### src/rtl/load_store_unit_if.sv
// Request, response and RAM-port signals of the load/store unit.
// master = pipeline + RAM side, slave = the unit itself.
interface load_store_unit_if;
   logic        req_valid;
   logic        req_ready;
   logic        req_we;
   logic [2:0]  req_op;
   logic [31:0] req_addr;
   logic [31:0] req_wdata;
   logic        resp_valid;
   logic        addr_err;
   logic [31:0] ld_data;
   logic        ram_read;
   logic        ram_write;
   logic [3:0]  ram_be;
   logic [31:0] ram_adr;
   logic [31:0] ram_wdata;
   logic [31:0] ram_rdata;

   modport master (
      output req_valid, req_we, req_op, req_addr, req_wdata, ram_rdata,
      input  req_ready, resp_valid, addr_err, ld_data,
      input  ram_read, ram_write, ram_be, ram_adr, ram_wdata
   );

   modport slave (
      input  req_valid, req_we, req_op, req_addr, req_wdata, ram_rdata,
      output req_ready, resp_valid, addr_err, ld_data,
      output ram_read, ram_write, ram_be, ram_adr, ram_wdata
   );
endinterface

### src/rtl/load_store_unit.sv
// MEM-stage load/store unit: alignment check, byte-enabled RAM access,
// big-endian load extraction with sign/zero extension.
module load_store_unit #(
   parameter int unsigned RAM_LATENCY = 1
) (
   input logic              clk,
   input logic              rst,
   load_store_unit_if.slave bus
);
   localparam int unsigned CW = (RAM_LATENCY < 2) ? 1 : $clog2(RAM_LATENCY + 1);

   typedef enum logic [1:0] {IDLE, BUSY, RESP} state_t;

   state_t        state_q, state_d;
   logic [CW-1:0] cnt_q, cnt_d;
   logic [1:0]    size_q, size_d;
   logic          uns_q, uns_d;
   logic [1:0]    lane_q, lane_d;
   logic          resp_valid_q, resp_valid_d;
   logic          addr_err_q, addr_err_d;
   logic          ram_read_q, ram_read_d;
   logic          ram_write_q, ram_write_d;
   logic [3:0]    ram_be_q, ram_be_d;
   logic [31:0]   ram_adr_q, ram_adr_d;
   logic [31:0]   ram_wdata_q, ram_wdata_d;
   logic [31:0]   ld_data_q, ld_data_d;

   logic          req_b, req_h, mis;
   logic [3:0]    be_req;
   logic [31:0]   wdata_req;
   logic [7:0]    byte_sel;
   logic [15:0]   half_sel;
   logic [31:0]   ld_ext;

   // Decode the incoming request: size, alignment, lanes and replicated data.
   always_comb begin
      req_b = (bus.req_op == 3'b000) || (bus.req_op == 3'b100);
      req_h = (bus.req_op == 3'b001) || (bus.req_op == 3'b101);
      mis = (req_h && bus.req_addr[0]) ||
            (!req_b && !req_h && (bus.req_addr[1:0] != 2'b00));
      be_req = 4'b1111;
      wdata_req = bus.req_wdata;
      if (req_b) begin
         be_req = 4'b1000 >> bus.req_addr[1:0];
         wdata_req = {4{bus.req_wdata[7:0]}};
      end else if (req_h) begin
         be_req = bus.req_addr[1] ? 4'b0011 : 4'b1100;
         wdata_req = {2{bus.req_wdata[15:0]}};
      end
   end

   // Pick the addressed byte/halfword of the RAM word and extend it.
   always_comb begin
      byte_sel = bus.ram_rdata[31:24];
      case (lane_q)
         2'd0: byte_sel = bus.ram_rdata[31:24];
         2'd1: byte_sel = bus.ram_rdata[23:16];
         2'd2: byte_sel = bus.ram_rdata[15:8];
         2'd3: byte_sel = bus.ram_rdata[7:0];
         default: byte_sel = bus.ram_rdata[31:24];
      endcase
      half_sel = lane_q[1] ? bus.ram_rdata[15:0] : bus.ram_rdata[31:16];
      ld_ext = bus.ram_rdata;
      if (size_q == 2'd0) begin
         ld_ext = uns_q ? {24'b0, byte_sel} : {{24{byte_sel[7]}}, byte_sel};
      end else if (size_q == 2'd1) begin
         ld_ext = uns_q ? {16'b0, half_sel} : {{16{half_sel[15]}}, half_sel};
      end
   end

   // Next-state and registered-output logic of the IDLE/BUSY/RESP sequencer.
   always_comb begin
      state_d      = state_q;
      cnt_d        = cnt_q;
      size_d       = size_q;
      uns_d        = uns_q;
      lane_d       = lane_q;
      resp_valid_d = 1'b0;
      addr_err_d   = 1'b0;
      ram_read_d   = ram_read_q;
      ram_write_d  = ram_write_q;
      ram_be_d     = ram_be_q;
      ram_adr_d    = ram_adr_q;
      ram_wdata_d  = ram_wdata_q;
      ld_data_d    = ld_data_q;
      case (state_q)
         IDLE: begin
            if (bus.req_valid) begin
               if (mis) begin
                  resp_valid_d = 1'b1;
                  addr_err_d   = 1'b1;
               end else begin
                  state_d     = BUSY;
                  cnt_d       = CW'(RAM_LATENCY);
                  size_d      = req_b ? 2'd0 : (req_h ? 2'd1 : 2'd2);
                  uns_d       = bus.req_op[2] && (req_b || req_h);
                  lane_d      = bus.req_addr[1:0];
                  ram_read_d  = !bus.req_we;
                  ram_write_d = bus.req_we;
                  ram_be_d    = be_req;
                  ram_adr_d   = {bus.req_addr[31:2], 2'b00};
                  ram_wdata_d = wdata_req;
               end
            end
         end
         BUSY: begin
            if (cnt_q == CW'(1)) begin
               state_d      = RESP;
               ram_read_d   = 1'b0;
               ram_write_d  = 1'b0;
               resp_valid_d = 1'b1;
               if (ram_read_q) ld_data_d = ld_ext;
            end else begin
               cnt_d = cnt_q - CW'(1);
            end
         end
         RESP: state_d = IDLE;
         default: state_d = IDLE;
      endcase
   end

   // State and output registers; reset drops strobes without a clock edge.
   always_ff @(posedge clk or posedge rst) begin
      if (rst) begin
         state_q      <= IDLE;
         cnt_q        <= '0;
         size_q       <= 2'd0;
         uns_q        <= 1'b0;
         lane_q       <= 2'd0;
         resp_valid_q <= 1'b0;
         addr_err_q   <= 1'b0;
         ram_read_q   <= 1'b0;
         ram_write_q  <= 1'b0;
         ram_be_q     <= 4'b0;
         ram_adr_q    <= 32'b0;
         ram_wdata_q  <= 32'b0;
         ld_data_q    <= 32'b0;
      end else begin
         state_q      <= state_d;
         cnt_q        <= cnt_d;
         size_q       <= size_d;
         uns_q        <= uns_d;
         lane_q       <= lane_d;
         resp_valid_q <= resp_valid_d;
         addr_err_q   <= addr_err_d;
         ram_read_q   <= ram_read_d;
         ram_write_q  <= ram_write_d;
         ram_be_q     <= ram_be_d;
         ram_adr_q    <= ram_adr_d;
         ram_wdata_q  <= ram_wdata_d;
         ld_data_q    <= ld_data_d;
      end
   end

   assign bus.req_ready  = (state_q == IDLE) && !rst;
   assign bus.resp_valid = resp_valid_q;
   assign bus.addr_err   = addr_err_q;
   assign bus.ld_data    = ld_data_q;
   assign bus.ram_read   = ram_read_q;
   assign bus.ram_write  = ram_write_q;
   assign bus.ram_be     = ram_be_q;
   assign bus.ram_adr    = ram_adr_q;
   assign bus.ram_wdata  = ram_wdata_q;
endmodule

### src/flat_wrapper.sv
// flat-port wrapper written by rule: the top's interface ports become plain ports
module load_store_unit_flat 
#(
   parameter int unsigned RAM_LATENCY = 1
)
  (clk, rst, bus_req_valid, bus_req_we, bus_req_op, bus_req_addr, bus_req_wdata, bus_ram_rdata, bus_req_ready, bus_resp_valid, bus_addr_err, bus_ld_data, bus_ram_read, bus_ram_write, bus_ram_be, bus_ram_adr, bus_ram_wdata);
  load_store_unit_if bus_i ();
  input logic clk;
  input logic rst;
  input wire logic [$bits(bus_i.req_valid)-1:0] bus_req_valid;
  input wire logic [$bits(bus_i.req_we)-1:0] bus_req_we;
  input wire logic [$bits(bus_i.req_op)-1:0] bus_req_op;
  input wire logic [$bits(bus_i.req_addr)-1:0] bus_req_addr;
  input wire logic [$bits(bus_i.req_wdata)-1:0] bus_req_wdata;
  input wire logic [$bits(bus_i.ram_rdata)-1:0] bus_ram_rdata;
  output wire logic [$bits(bus_i.req_ready)-1:0] bus_req_ready;
  output wire logic [$bits(bus_i.resp_valid)-1:0] bus_resp_valid;
  output wire logic [$bits(bus_i.addr_err)-1:0] bus_addr_err;
  output wire logic [$bits(bus_i.ld_data)-1:0] bus_ld_data;
  output wire logic [$bits(bus_i.ram_read)-1:0] bus_ram_read;
  output wire logic [$bits(bus_i.ram_write)-1:0] bus_ram_write;
  output wire logic [$bits(bus_i.ram_be)-1:0] bus_ram_be;
  output wire logic [$bits(bus_i.ram_adr)-1:0] bus_ram_adr;
  output wire logic [$bits(bus_i.ram_wdata)-1:0] bus_ram_wdata;
  assign bus_i.req_valid = bus_req_valid;
  assign bus_i.req_we = bus_req_we;
  assign bus_i.req_op = bus_req_op;
  assign bus_i.req_addr = bus_req_addr;
  assign bus_i.req_wdata = bus_req_wdata;
  assign bus_i.ram_rdata = bus_ram_rdata;
  assign bus_req_ready = bus_i.req_ready;
  assign bus_resp_valid = bus_i.resp_valid;
  assign bus_addr_err = bus_i.addr_err;
  assign bus_ld_data = bus_i.ld_data;
  assign bus_ram_read = bus_i.ram_read;
  assign bus_ram_write = bus_i.ram_write;
  assign bus_ram_be = bus_i.ram_be;
  assign bus_ram_adr = bus_i.ram_adr;
  assign bus_ram_wdata = bus_i.ram_wdata;
  load_store_unit #(.RAM_LATENCY(RAM_LATENCY)) u_core (.clk(clk), .rst(rst), .bus(bus_i));
endmodule
### config.mk
export PLATFORM = sky130hd
export DESIGN_NAME = load_store_unit_flat
export DESIGN_NICKNAME = d
export VERILOG_FILES = /design/src/rtl/load_store_unit_if.sv /design/src/rtl/load_store_unit.sv /design/src/flat_wrapper.sv
export SDC_FILE = /design/constraint.sdc
export NUM_CORES = 1
export LEC_CHECK = 0
export ABC_AREA = 1
export CORE_ASPECT_RATIO = 0.9
export CORE_MARGIN = 1.5
export CORE_UTILIZATION = 55
export DETAILED_ROUTE_END_ITERATION = 16
export DONT_BUFFER_PORTS = 1
export PLACE_DENSITY = 0.67
export SLEW_MARGIN = 20
export SYNTH_ARGS = -nofsm -noshare
export SYNTH_HDL_FRONTEND = slang
export SYNTH_SLANG_ARGS = --single-unit
### constraint.sdc
create_clock -name clk -period 4 [get_ports clk]
set_input_delay 0.4 -clock clk [delete_from_list [all_inputs] [get_ports clk]]
set_output_delay 0.4 -clock clk [all_outputs]
set_load 0.1 [all_outputs]
* Word-level counts from Yosys, hierarchy flattened
Cells that the tools add are included.
** Storage, ports and cells
- Output and inout bits :: 105
- Logic and storage cells :: 84
- Bits in registers :: 110
- Bits of input ports :: 103
** Cells by class
- Bitwise operators :: 1
- Reductions and logical operators :: 24
- Add/sub/neg operators :: 1
- Multiplexer cells :: 33
- Shift operators :: 1
- Eq/ne operators :: 11
** Operators by type and width (number)
- 2-to-1 mux 32 bit :: 6
- case mux 8 bit (4 select lines) :: 1
- 2-to-1 mux 16 bit :: 1
- 2-to-1 mux 1 bit :: 12
- 2-to-1 mux 4 bit :: 3
- AND reduction 3 bit :: 4
- 2-to-1 mux 2 bit :: 5
- case mux 1 bit (2 select lines) :: 4
- equality test 2 x 1 -> 1 bit (second input constant) :: 3
- equality test 3 bit (second input constant) :: 2
- logical NOT 2 bit :: 3
- logical AND 1 bit :: 5
- equality test 2 bit (second input constant) :: 2
- logical NOT 1 bit :: 4
- logical OR 1 bit :: 4
- != test 2 bit (second input constant) :: 2
- case mux 2 bit (2 select lines) :: 1
- AND reduction 4 bit :: 1
- nonzero test 2 bit :: 2
- right shift 4 x 2 -> 4 bit (first input constant) :: 1
- equality test 3 x 1 -> 1 bit (second input constant) :: 1
- logical NOT 3 bit :: 1
- != test 2 x 1 -> 1 bit (second input constant) :: 1
- NOT 1 bit :: 1
- subtractor 1 bit (second input constant) :: 1

* Depth between registers and ports, before layout
Gate-level depths: netlist of the first run.
- Depth after elaboration :: 9
- Depth in mapped cells :: 11
- Depth with buffers taken out :: 9

* Worst setup path after synthesis of the first run
OpenSTA, ideal clock, no wires.
- Path type :: register -> output
- Start point :: register u_core.state_q[0]
- End point :: output bus_req_ready
- Arrival :: 2.449 ns
- Stages on the path, launching flop included :: 2
- Data required time :: 3.600 ns
- Slack :: 1.151 ns
- Cells stage by stage :: dfrtp_1 nor3_1
** Between the ends
- Longest elaborated chain between the ends :: 2
** Ends and longest elaborated chain
- from (decl) :: line load_store_unit.sv:14 : state_t state_q, state_d;
- from (signal assigned) :: line load_store_unit.sv:139 : state_q <= state_d;
- logical NOT 2 bit :: line load_store_unit.sv:155 : assign bus.req_ready = (state_q == IDLE) && !rst;
- logical AND 1 bit :: line load_store_unit.sv:155
- to (decl) :: line flat_wrapper.sv:16 : output wire logic [$bits(bus_i.req_ready)-1:0] bus_req_ready;
Every way passes these cells.

* Worst setup path after layout of the first run
- Start point :: register u_core.size_q[1]
- End point :: register u_core.ld_data_q[14], in the netlist u_core.bus.ld_data[14]
** Between the ends
- Longest elaborated chain between the ends :: 3
- Elaborated cells between the ends (all ways) :: 4
** Ends and longest elaborated chain
- from (decl) :: line load_store_unit.sv:16 : logic [1:0] size_q, size_d;
- from (signal assigned) :: line load_store_unit.sv:141 : size_q <= size_d;
- equality test 2 x 1 -> 1 bit :: line load_store_unit.sv:66 : end else if (size_q == 2'd1) begin
- 2-to-1 mux 32 bit :: line load_store_unit.sv:66
- 2-to-1 mux 32 bit (*) :: line load_store_unit.sv:64 : if (size_q == 2'd0) begin
- to (signal assigned) :: line load_store_unit.sv:151 : ld_data_q <= ld_data_d;
- to (decl) :: line load_store_unit.sv:26 : logic [31:0] ld_data_q, ld_data_d;
Mark *: on every way between the ends. The rest lies on a longest branch, timed or not.
A chain may end at the register's enable or synchronous reset.

==> impl_metrics.yaml, run 1 <==
power_and_ir_drop:
  ir_drop_mv: 0.595
  p_leak_nw: 3.43
  finalPower_mw: 5.52
  cellPowerDensity_mw_per_mm2: 967
timing:
  max_slew.worst_pin.slew_ns: 1.05
  rsz0062_at_grt: "false"
  finalSetupViolCount: 0
  fmax_mhz: 374
  final.period_utilization_pct: 66.9
  hold_viol: 0
  fin_tns_setup_ns: 0
  fin_crit_ns: 2.68
  worst_slack_ns: 1.32
  whs_ns: 0.0982
  drv_slew: 0
  skew_ns: 0.00825
  slew_headroom_pct: 30.3
worst_setup_path:
  required_ns: 4.33
  r2r_start: "u_core.size_q[1]"
  endpoint_kind: "register"
  crit_type: "reg -> reg"
  r2r_slack_ns: 1.32
  path_max_fanout: 24
  ff2ff_path_depth: 7
  worstPathCellList: "inv_2, nand2_1, a21oi_1, nand3_1, nand2_1, nand2_1, nand2_1"
  cp_slowest_stage_delay_ns: 0.68
  start_kind: "register"
  crit_top_cell: "nand2_1"
  crit_family: "simple AND/OR/NAND/NOR gates"
  reg2reg_to: "u_core.bus.ld_data[14]"
  cp.arrival_ns: 3.00
  path_buf_inv: 1
  slowest_stage: "nand3_1"
clock_network:
  clock_latency_ns: 0.38
  hold_buffers: 0
  post_cts_resized: 0
  cts-htree-levels: 3
  cts_tree: "yes"
  clock_path_buffers: 2
  clk_pin_slew_ns: 0.12
  cts_sinks: 110
  clockRootBuffer: "clkbuf_8"
  cts_buffers: 9
  cts_setup_buffers: 0
final_layout:
  nFillCells: 956
  fin_cells: 902
  layout-drive-gt1-share_pct: 3.87
  syn_to_final_growth_pct: 4.13
  n_antenna_cell: 0
  nNetsFinal: 874
detailed_routing:
  first_pass_iters: 5
  drcViolationCount: 0
  route.antenna.remaining_nets: 0
  wl_um: 14200
  via_count: 4711
  drt_iter0_drc: 274
  post_drt_wl_per_cell_um: 15.7
  vias_per_cell: 5.22
die:
  coreArea_mm2: 0.00970
  start_util_pct: 56.5
  num_io_pins: 208
  die_h_um: 97.7
  row_count: 34
  die_area_mm2: 0.0106
  fp.dieW_um: 108
logic_synthesis:
  syn_area_mm2: 0.00548
  yosys.cell_types.count: 21
  syn_inst: 791
  syn_area_per_cell_um2: 6.93
  netlist.area_leader.share_pct: 50.2
  yosysSeqAreaShare_pct: 50.2
  ys_ff_latch: 110
  synth_warnings: 0
  synth_top_cell_by_area: "dfrtp_1"
  synth_area_leaders: "dfrtp_1 (50%), nand2_1 (34%), inv_1 (4.4%)"
grt:
  grt_pass1_vias: 4756
  grt_start_max_net_pins: 81
  gr-total-overflow: 0
  antenna_found_initial: 0
  track_usage_pct: 27.7
  grt_pass1_wl_um: 23000
place:
  place_congestion: 0.945
  placedCellCount: 886
  place_worst_setup_slack_ns: 1.37
  port_buffers: 0
  dp_hpwl_um: 10000
min_path:
  hold_path_class: "in -> async"
outcome:
  status: "complete, no violations"
job:
  maxCapViolCount: 0
-- worst reg2reg max path: cells and delay by family, from the launching register on --
kind	cells	cell delay [ns]
AO/OA/AOI/OAI	1	0.34
buffers and inverters	1	0.15
flip-flops	1	0.59
AND/OR/NAND/NOR	5	1.54
-- worst max path at each step --
| stage | start | to | slack (ns) | depth (start not counted) |
|---|---|---|---|---|
| 2_1_floorplan | rst | u_core.bus.addr_err | 0.70 | 1 |
| 3_3_place_gp | u_core.size_q[1] | u_core.bus.ld_data[22] | 1.50 | 7 |
| 3_5_place_dp | u_core.size_q[1] | u_core.bus.ld_data[13] | 1.37 | 7 |
| 4_1_cts | u_core.size_q[1] | u_core.bus.ld_data[13] | 1.35 | 7 |
| 5_1_grt | u_core.size_q[1] | u_core.bus.ld_data[19] | 1.08 | 7 |
| 6_report | u_core.size_q[1] | u_core.bus.ld_data[14] | 1.32 | 7 |
-- layer usage --
layer / vias to the layer above / global-route usage [%] / part of all wire [%]
li1: 2315 / - / -
met2: 201 / 44.6 / 46
met5: - / 0 / 0
met1: 2166 / 34.5 / 40
met4: 0 / 9.31 / 2.8
met3: 29 / 10.4 / 11
-- layout make-up --
cell class                 instances  area [µm²]  area share [%]
timing repair buffer               5        55.1           0.964
multi-input combinational        577        2280            39.9
clock buffer                       9         124            2.17
tap                              126         158            2.76
clock inverter                     7        86.3            1.51
sequential                       110        2750            48.2
inverter                          68         258            4.51
-- sequential cells by signal (all words and copies together) (netlist names), 2 cells and up --
signal / cells
u_core.state_q: 2
u_core.size_q: 2
u_core.bus.ld_data: 32
u_core.lane_q: 2
u_core.bus.ram_be: 4
u_core.bus.ram_adr: 30
u_core.bus.ram_wdata: 32
-- metrics by stage --
step | utilization [%] | instance area (µm²)
finish | 58.9 | 5710
global route | 58.9 | 5710
CTS | 58.9 | 5710
detailed placement | 56.7 | 5500
global placement | 56.7 | 5500
floorplan | - | 5490
-- cell usage after synthesis --
cell and count:
inv_2 4, conb_1 1, inv_1 64, a21oi_1 14, nor2_2 1, nand2_2 1
a21boi_1 1, nor2_4 1, buf_1 2, nor3_1 1, buf_6 4, buf_2 16
dfrtp_1 110, o21ai_0 13, o31ai_1 2, nor2_1 10, nand2_1 494, o21ai_1 2
buf_4 5, nand3_1 35, clkbuf_1 10
-- logic make-up (layout without fill, tap and decap cells) --
logic type | count (synthesis) | after routing | synth area share (%)
compound gates | 32 | 32 | 3.06
other cells | 1 | 2 | 0.0684
buf+inv | 105 | 89 | 8.44
flops | 110 | 110 | 50.2
simple gates | 543 | 543 | 38.2
-- cell usage in the layout (no fill, tap or decap) --
| master | count |
|---|---|
| inv_2 | 4 |
| nand3_1 | 35 |
| o31ai_1 | 2 |
| o21ai_1 | 2 |
| conb_1 | 2 |
| inv_6 | 1 |
| inv_4 | 1 |
| clkinv_4 | 2 |
| clkbuf_16 | 1 |
| nor3_2 | 1 |
| nor2_2 | 1 |
| nand2_2 | 1 |
| a21oi_1 | 14 |
| nor2_4 | 1 |
| nor2_1 | 10 |
| clkinv_8 | 2 |
| buf_4 | 4 |
| a21boi_1 | 1 |
| o21ai_0 | 13 |
| inv_8 | 1 |
| dfrtp_1 | 110 |
| inv_12 | 1 |
| nand2_1 | 494 |
| clkbuf_8 | 9 |
| inv_1 | 63 |
-- report_power, final --
group / leakage (nW) / internal, mW / total (mW) / switching (mW)
Clock: 0.105 / 0.255 / 0.701 / 0.446
Combinational: 1.96 / 0.265 / 0.740 / 0.475
Sequential: 1.36 / 1.39 / 4.08 / 2.69
Total: 3.43 / 1.91 / 5.52 / 3.61
(Power assumes the default switching activity.)
==> inputs of run 2 (changes only) <==
--- a/config.mk
+++ b/config.mk
@@ -11,7 +11,7 @@
 export CORE_UTILIZATION = 55
 export DETAILED_ROUTE_END_ITERATION = 16
 export DONT_BUFFER_PORTS = 1
-export PLACE_DENSITY = 0.67
+export PLACE_DENSITY = 0.7
 export SLEW_MARGIN = 20
 export SYNTH_ARGS = -nofsm -noshare
 export SYNTH_HDL_FRONTEND = slang
==> constraint.sdc (replaced) <==
create_clock -name clk -period 2.3 [get_ports clk]
set_input_delay 0.23 -clock clk [delete_from_list [all_inputs] [get_ports clk]]
set_output_delay 0.23 -clock clk [all_outputs]
set_load 0.1 [all_outputs]
==> run 2 against run 1 <==
Critical path depth is 2 higher. Via count is 15% higher. Largest power group is now combinational cells. Non-clock buffer count is 148 higher. Final area is 22% higher. Setup slack worse by 0.92 ns. Hold slack worse by 0.083 ns. Critical path type unchanged.
==> impl_metrics.yaml, run 2 (synthesis gave the netlist of run 1 again) <==
final_layout:
  nNetsFinal: 1022
  layout-drive-gt1-share_pct: 14.7
  stdcell_area_mm2: 0.00694
  syn_to_final_growth_pct: 26.6
  final_core_util_pct: 71.5
  nFillCells: 765
  final_cell_mix: "nand2_1 (494), dfrtp_1 (110), buf_4 (109)"
  n_antenna_cell: 0
  mostFrequentLayoutCell: "nand2_1"
die:
  die_h_um: 97.7
  row_count: 34
  start_util_pct: 56.5
  die_area_mm2: 0.0106
  coreArea_mm2: 0.00970
  fp.dieW_um: 108
  num_io_pins: 208
timing:
  drv_slew: 0
  slew_headroom_pct: 39.8
  rsz0062_at_grt: "false"
  fin_crit_ns: 1.90
  skew_ns: 0.0177
  fmax_mhz: 527
  fin_tns_setup_ns: 0
  final.period_utilization_pct: 82.4
  max_slew.worst_pin.slew_ns: 0.903
  hold_viol: 0
  finalSetupViolCount: 0
power_and_ir_drop:
  swShare_pct: 60.8
  cellPowerDensity_mw_per_mm2: 1530
  finalPower_mw: 10.6
  p_int_mw: 4.17
  p_seq_share_pct: 25.9
  pwr-share-comb_pct: 62.7
  p_clk_share_pct: 11.4
  p_leak_nw: 4.12
  switchingPower_mw: 6.47
  ir_drop_mv: 1.27
place:
  detailed_place.area_mm2: 0.00631
  port_buffers: 0
  dp_hpwl_um: 10600
  place_congestion: 0.936
worst_setup_path:
  slowest_stage: "dfrtp_1"
  crit_top_cell: "nand2_1"
  start_kind: "register"
  required_ns: 2.59
  worstPathCellList: "inv_2, nand2_1, buf_4, a21oi_1, nand3_1, buf_4, nand2_1, nand2_1, nand2_1"
  cp.arrival_ns: 2.18
  path_max_fanout: 23
  crit_type: "reg -> reg"
  cp_slowest_stage_delay_ns: 0.69
  r2r_slack_ns: 0.40
  endpoint_kind: "register"
clock_network:
  cts_setup_buffers: 0
  clock_path_buffers: 2
  clk_pin_slew_ns: 0.12
  cts-htree-levels: 3
  cts_tree: "yes"
  clockRootBuffer: "clkbuf_8"
  clock_latency_ns: 0.38
  post_cts_resized: 0
  cts_sinks: 110
  cts_buffers: 9
  hold_buffers: 41
grt:
  antenna_found_initial: 0
  grt_start_max_net_pins: 92
  use_met2_pct: 51.2
  met3_usage_pct: 11.3
  gr-usage-met1_pct: 37.5
  grt_pass1_wl_um: 25800
  grt_busiest_layer: "met2"
  grt_pass1_vias: 5496
  track_usage_pct: 31.0
  gr-total-overflow: 0
detailed_routing:
  via_count: 5402
  route.antenna.remaining_nets: 0
  drcViolationCount: 0
  drt_iter0_drc: 359
  first_pass_iters: 7
  post_drt_wl_per_cell_um: 15.1
  wl_um: 15800
  vias_per_cell: 5.14
job:
  maxCapViolCount: 0
outcome:
  status: "complete, no violations"
min_path:
  hold_path_class: "in -> reg"
run 2: changes by cell type in the layout (fill, tap and decap cells not counted), sizes merged:
cell         previous run  this run
clkbuf                 10         9
dlygate4sd3             0        42
buf                     4       111
clkinv                  4         2
clkinvlp                0         2
run 2: worst paths after layout:
check,startpoint,endpoint,depth (start not counted)
setup / recovery,u_core.size_q[1],u_core.bus.ld_data[12],9
hold / removal,bus_req_addr[0],u_core.bus.ram_be[1],3
setup reg to reg,u_core.size_q[1],u_core.bus.ld_data[12],9
hold reg to reg,u_core.cnt_q,u_core.state_q[0],1
max in group asynchronous,rst,u_core.bus.ram_wdata[11],3
min in group asynchronous,rst,u_core.bus.ram_adr[8],2
run 2: critical path: cells and delay by family, from the launching register on:
kind	cells	cell delay [ns]
and+or+nand+nor	5	0.42
buffers and inverters	3	0.60
AOI/OAI and AO/OA	1	0.09
DFF	1	0.69
run 2: metal layers:
| layer | part of all wire, % | wire [µm] |
|---|---|---|
| met1 | 39 | 6160 |
| met4 | 3.0 | 470 |
| met2 | 47 | 7500 |
| met3 | 11 | 1710 |
| met5 | 0 | 0 |
run 2: layout make-up:
type | instances | area [µm²] | share of cell area, %
Inverter | 68 | 259 | 3.73
Timing Repair Buffer | 153 | 1280 | 18.4
Clock inverter | 7 | 85.1 | 1.23
Sequential cell | 110 | 2750 | 39.7
Multi-Input combinational cell | 577 | 2280 | 32.9
Clock buffer | 9 | 124 | 1.79
Tap cell | 126 | 158 | 2.27
run 2: through the flow:
stage / hold WS (ns) / std cells / setup slack (ns)
after floorplan: 0.340 / 792 / 0.461
after global placement: 0.128 / 992 / 0.518
after CTS: 0.00463 / 1049 / 0.411
after detailed placement: 0.141 / 992 / 0.433
final: 0.0152 / 1050 / 0.404
after global routing: 0.0207 / 1050 / 0.202
run 2: power groups by stage:
| stage | clock network, mW | registers [mW] | logic (mW) |
|---|---|---|---|
| floorplan | 0 | 6.99 | 1.09 |
| global placement | 0 | 2.77 | 6.54 |
| detailed placement | 0 | 2.79 | 6.59 |
| CTS | 1.23 | 2.75 | 6.66 |
| global route | 1.29 | 2.82 | 6.96 |
| finish | 1.21 | 2.76 | 6.67 |
==> inputs of run 3 (changes only) <==
--- a/config.mk
+++ b/config.mk
@@ -11,7 +11,7 @@
 export CORE_UTILIZATION = 55
 export DETAILED_ROUTE_END_ITERATION = 16
 export DONT_BUFFER_PORTS = 1
-export PLACE_DENSITY = 0.7
+export PLACE_DENSITY = 0.67
 export SLEW_MARGIN = 20
 export SYNTH_ARGS = -nofsm -noshare
 export SYNTH_HDL_FRONTEND = slang
==> constraint.sdc (replaced) <==
create_clock -name clk -period 1.8 [get_ports clk]
set_input_delay 0.18 -clock clk [delete_from_list [all_inputs] [get_ports clk]]
set_output_delay 0.18 -clock clk [all_outputs]
set_load 0.1 [all_outputs]
==> run 3 against run 2 <==
Setup slack got worse by 0.19 ns. Clock skew fell by 0.0013 ns. First-iteration DRC count shrank 7.2%. Critical endpoint is now u_core.bus.ram_adr[4]. Clock power grew 27%. Clock-buffer cell count did not move. Die area unchanged. Sequential cell count stayed put. Wire length increased by 3.3%. Sequential power increased by 26%.
==> impl_metrics.yaml, run 3 (synthesis gave the netlist of run 1 again) <==
worst_setup_path:
  start_kind: "register"
  endpoint_kind: "register"
  cp.arrival_ns: 1.90
  required_ns: 2.12
  reg2reg_to: "u_core.bus.ram_adr[4]"
  path_max_fanout: 19
  r2r_slack_ns: 0.21
  r2r_start: "u_core.state_q[1]"
  ff2ff_path_depth: 8
  crit_type: "reg -> reg"
clock_network:
  cts_sinks: 110
  cts_setup_buffers: 0
  clock_path_buffers: 2
  clock_latency_ns: 0.38
  clockRootBuffer: "clkbuf_8"
  clk_pin_slew_ns: 0.11
  cts_buffers: 9
  cts_tree: "yes"
  cts-htree-levels: 3
timing:
  drv_slew: 0
  rsz0062_at_grt: "false"
  fin_tns_setup_ns: 0
  fmax_mhz: 630
  final.period_utilization_pct: 88.2
  max_slew.worst_pin.slew_ns: 0.693
  fin_crit_ns: 1.59
  skew_ns: 0.0164
  slew_headroom_pct: 53.6
  whs_ns: 0.00875
  hold_viol: 0
  finalSetupViolCount: 0
grt:
  track_usage_pct: 32.4
  grt_start_max_net_pins: 80
  antenna_found_initial: 0
  grt_pass1_wl_um: 26600
  grt_pass1_vias: 5633
  gr-total-overflow: 0
detailed_routing:
  vias_per_cell: 5.13
  via_count: 5482
  drcViolationCount: 0
  first_pass_iters: 5
  post_drt_wl_per_cell_um: 15.3
  drt_iter0_drc: 333
  route.antenna.remaining_nets: 0
  wl_um: 16400
final_layout:
  final_cell_mix: "nand2_1 (493), buf_4 (114), dfrtp_1 (109)"
  nNetsFinal: 1040
  layout-drive-gt1-share_pct: 15.5
  mostFrequentLayoutCell: "nand2_1"
  syn_to_final_growth_pct: 30.2
  stdcell_area_mm2: 0.00714
  n_antenna_cell: 0
  nFillCells: 754
die:
  num_io_pins: 208
  fp.dieW_um: 108
  die_area_mm2: 0.0106
  row_count: 34
  coreArea_mm2: 0.00970
  start_util_pct: 56.5
  die_h_um: 97.7
power_and_ir_drop:
  cellPowerDensity_mw_per_mm2: 1920
  finalPower_mw: 13.7
  p_leak_nw: 4.22
  ir_drop_mv: 1.44
place:
  dp_hpwl_um: 10800
  port_buffers: 0
  detailed_place.area_mm2: 0.00641
  place_congestion: 0.900
min_path:
  hold_path_depth: 4
  hp-start: "bus_req_wdata[10]"
  holdPathEnd: "u_core.bus.ram_wdata[10]"
  hold_path_class: "in -> reg"
job:
  maxCapViolCount: 0
outcome:
  status: "complete, no violations"
[run 3: cell types whose count changed in the layout (fill, tap and decap cells not counted), sizes merged]
| cell | previous run | this run |
|---|---|---|
| buf | 111 | 119 |
| dlygate4sd3 | 42 | 52 |
[run 3: worst max-delay path by stage]
stage	from	endpoint	slack [ns]	depth (start not counted)
floorplan	u_core.state_q[0]	bus_req_ready	0.01	1
global placement	u_core.lane_q[1]	u_core.bus.ld_data[7]	0.29	8
detailed placement	u_core.lane_q[1]	u_core.bus.ld_data[7]	0.25	8
CTS	u_core.lane_q[1]	u_core.bus.ld_data[7]	0.21	8
global route	u_core.state_q[1]	u_core.bus.ram_adr[4]	0.05	8
finish	u_core.state_q[1]	u_core.bus.ram_adr[4]	0.21	8
[run 3: final cells by class]
class                      count  area (µm²)  share of cell area (%)
sequential                   110        2750                    38.6
clock buffer                   9         124                    1.73
multi-input combinational    577        2280                    32.0
tap                          126         158                    2.21
clock inverter                 7        85.1                    1.19
inverter                      68         259                    3.63
timing repair buffer         171        1480                    20.7
[run 3: where the power goes]
group / internal, mW / total (mW) / switching (mW)
Sequential: 3.20 / 3.48 / 0.278
Clock: 0.566 / 1.54 / 0.979
Combinational: 1.62 / 8.67 / 7.05
[run 3: layer usage]
layer  vias to the layer above  track usage [%]  share of wire [%]
met5                         -                0                  0
met4                         0             8.50                2.1
met3                        37             10.5                 10
met2                       240             55.6                 49
met1                      2558             39.1                 38
li1                       2647                -                  -
[run 3: critical path, stage by stage (launching register included)]
cell	delay [ns]
dfrtp_1	0.43
inv_1	0.08
nand3_1	0.11
inv_1	0.08
nand2_2	0.08
inv_2	0.31
buf_4	0.28
nand2_1	0.09
nand2_1	0.06
[run 3: timing repair]
| action | CTS | global route |
|---|---|---|
| hold buffers | 52 | 0 |
| resized for setup | 0 | 1 |
| endpoints found under the setup margin | 0 | 1 |
| hold endpoints to repair | 72 | 0 |
[run 3: through the flow]
stage	worst slack, ns	utilization (%)	std cells
floorplan	0.0113	-	792
global placement	0.287	66.1	1000
detailed placement	0.248	66.1	1000
CTS	0.209	73.6	1068
global route	0.0469	73.6	1068
finish	0.212	73.6	1068
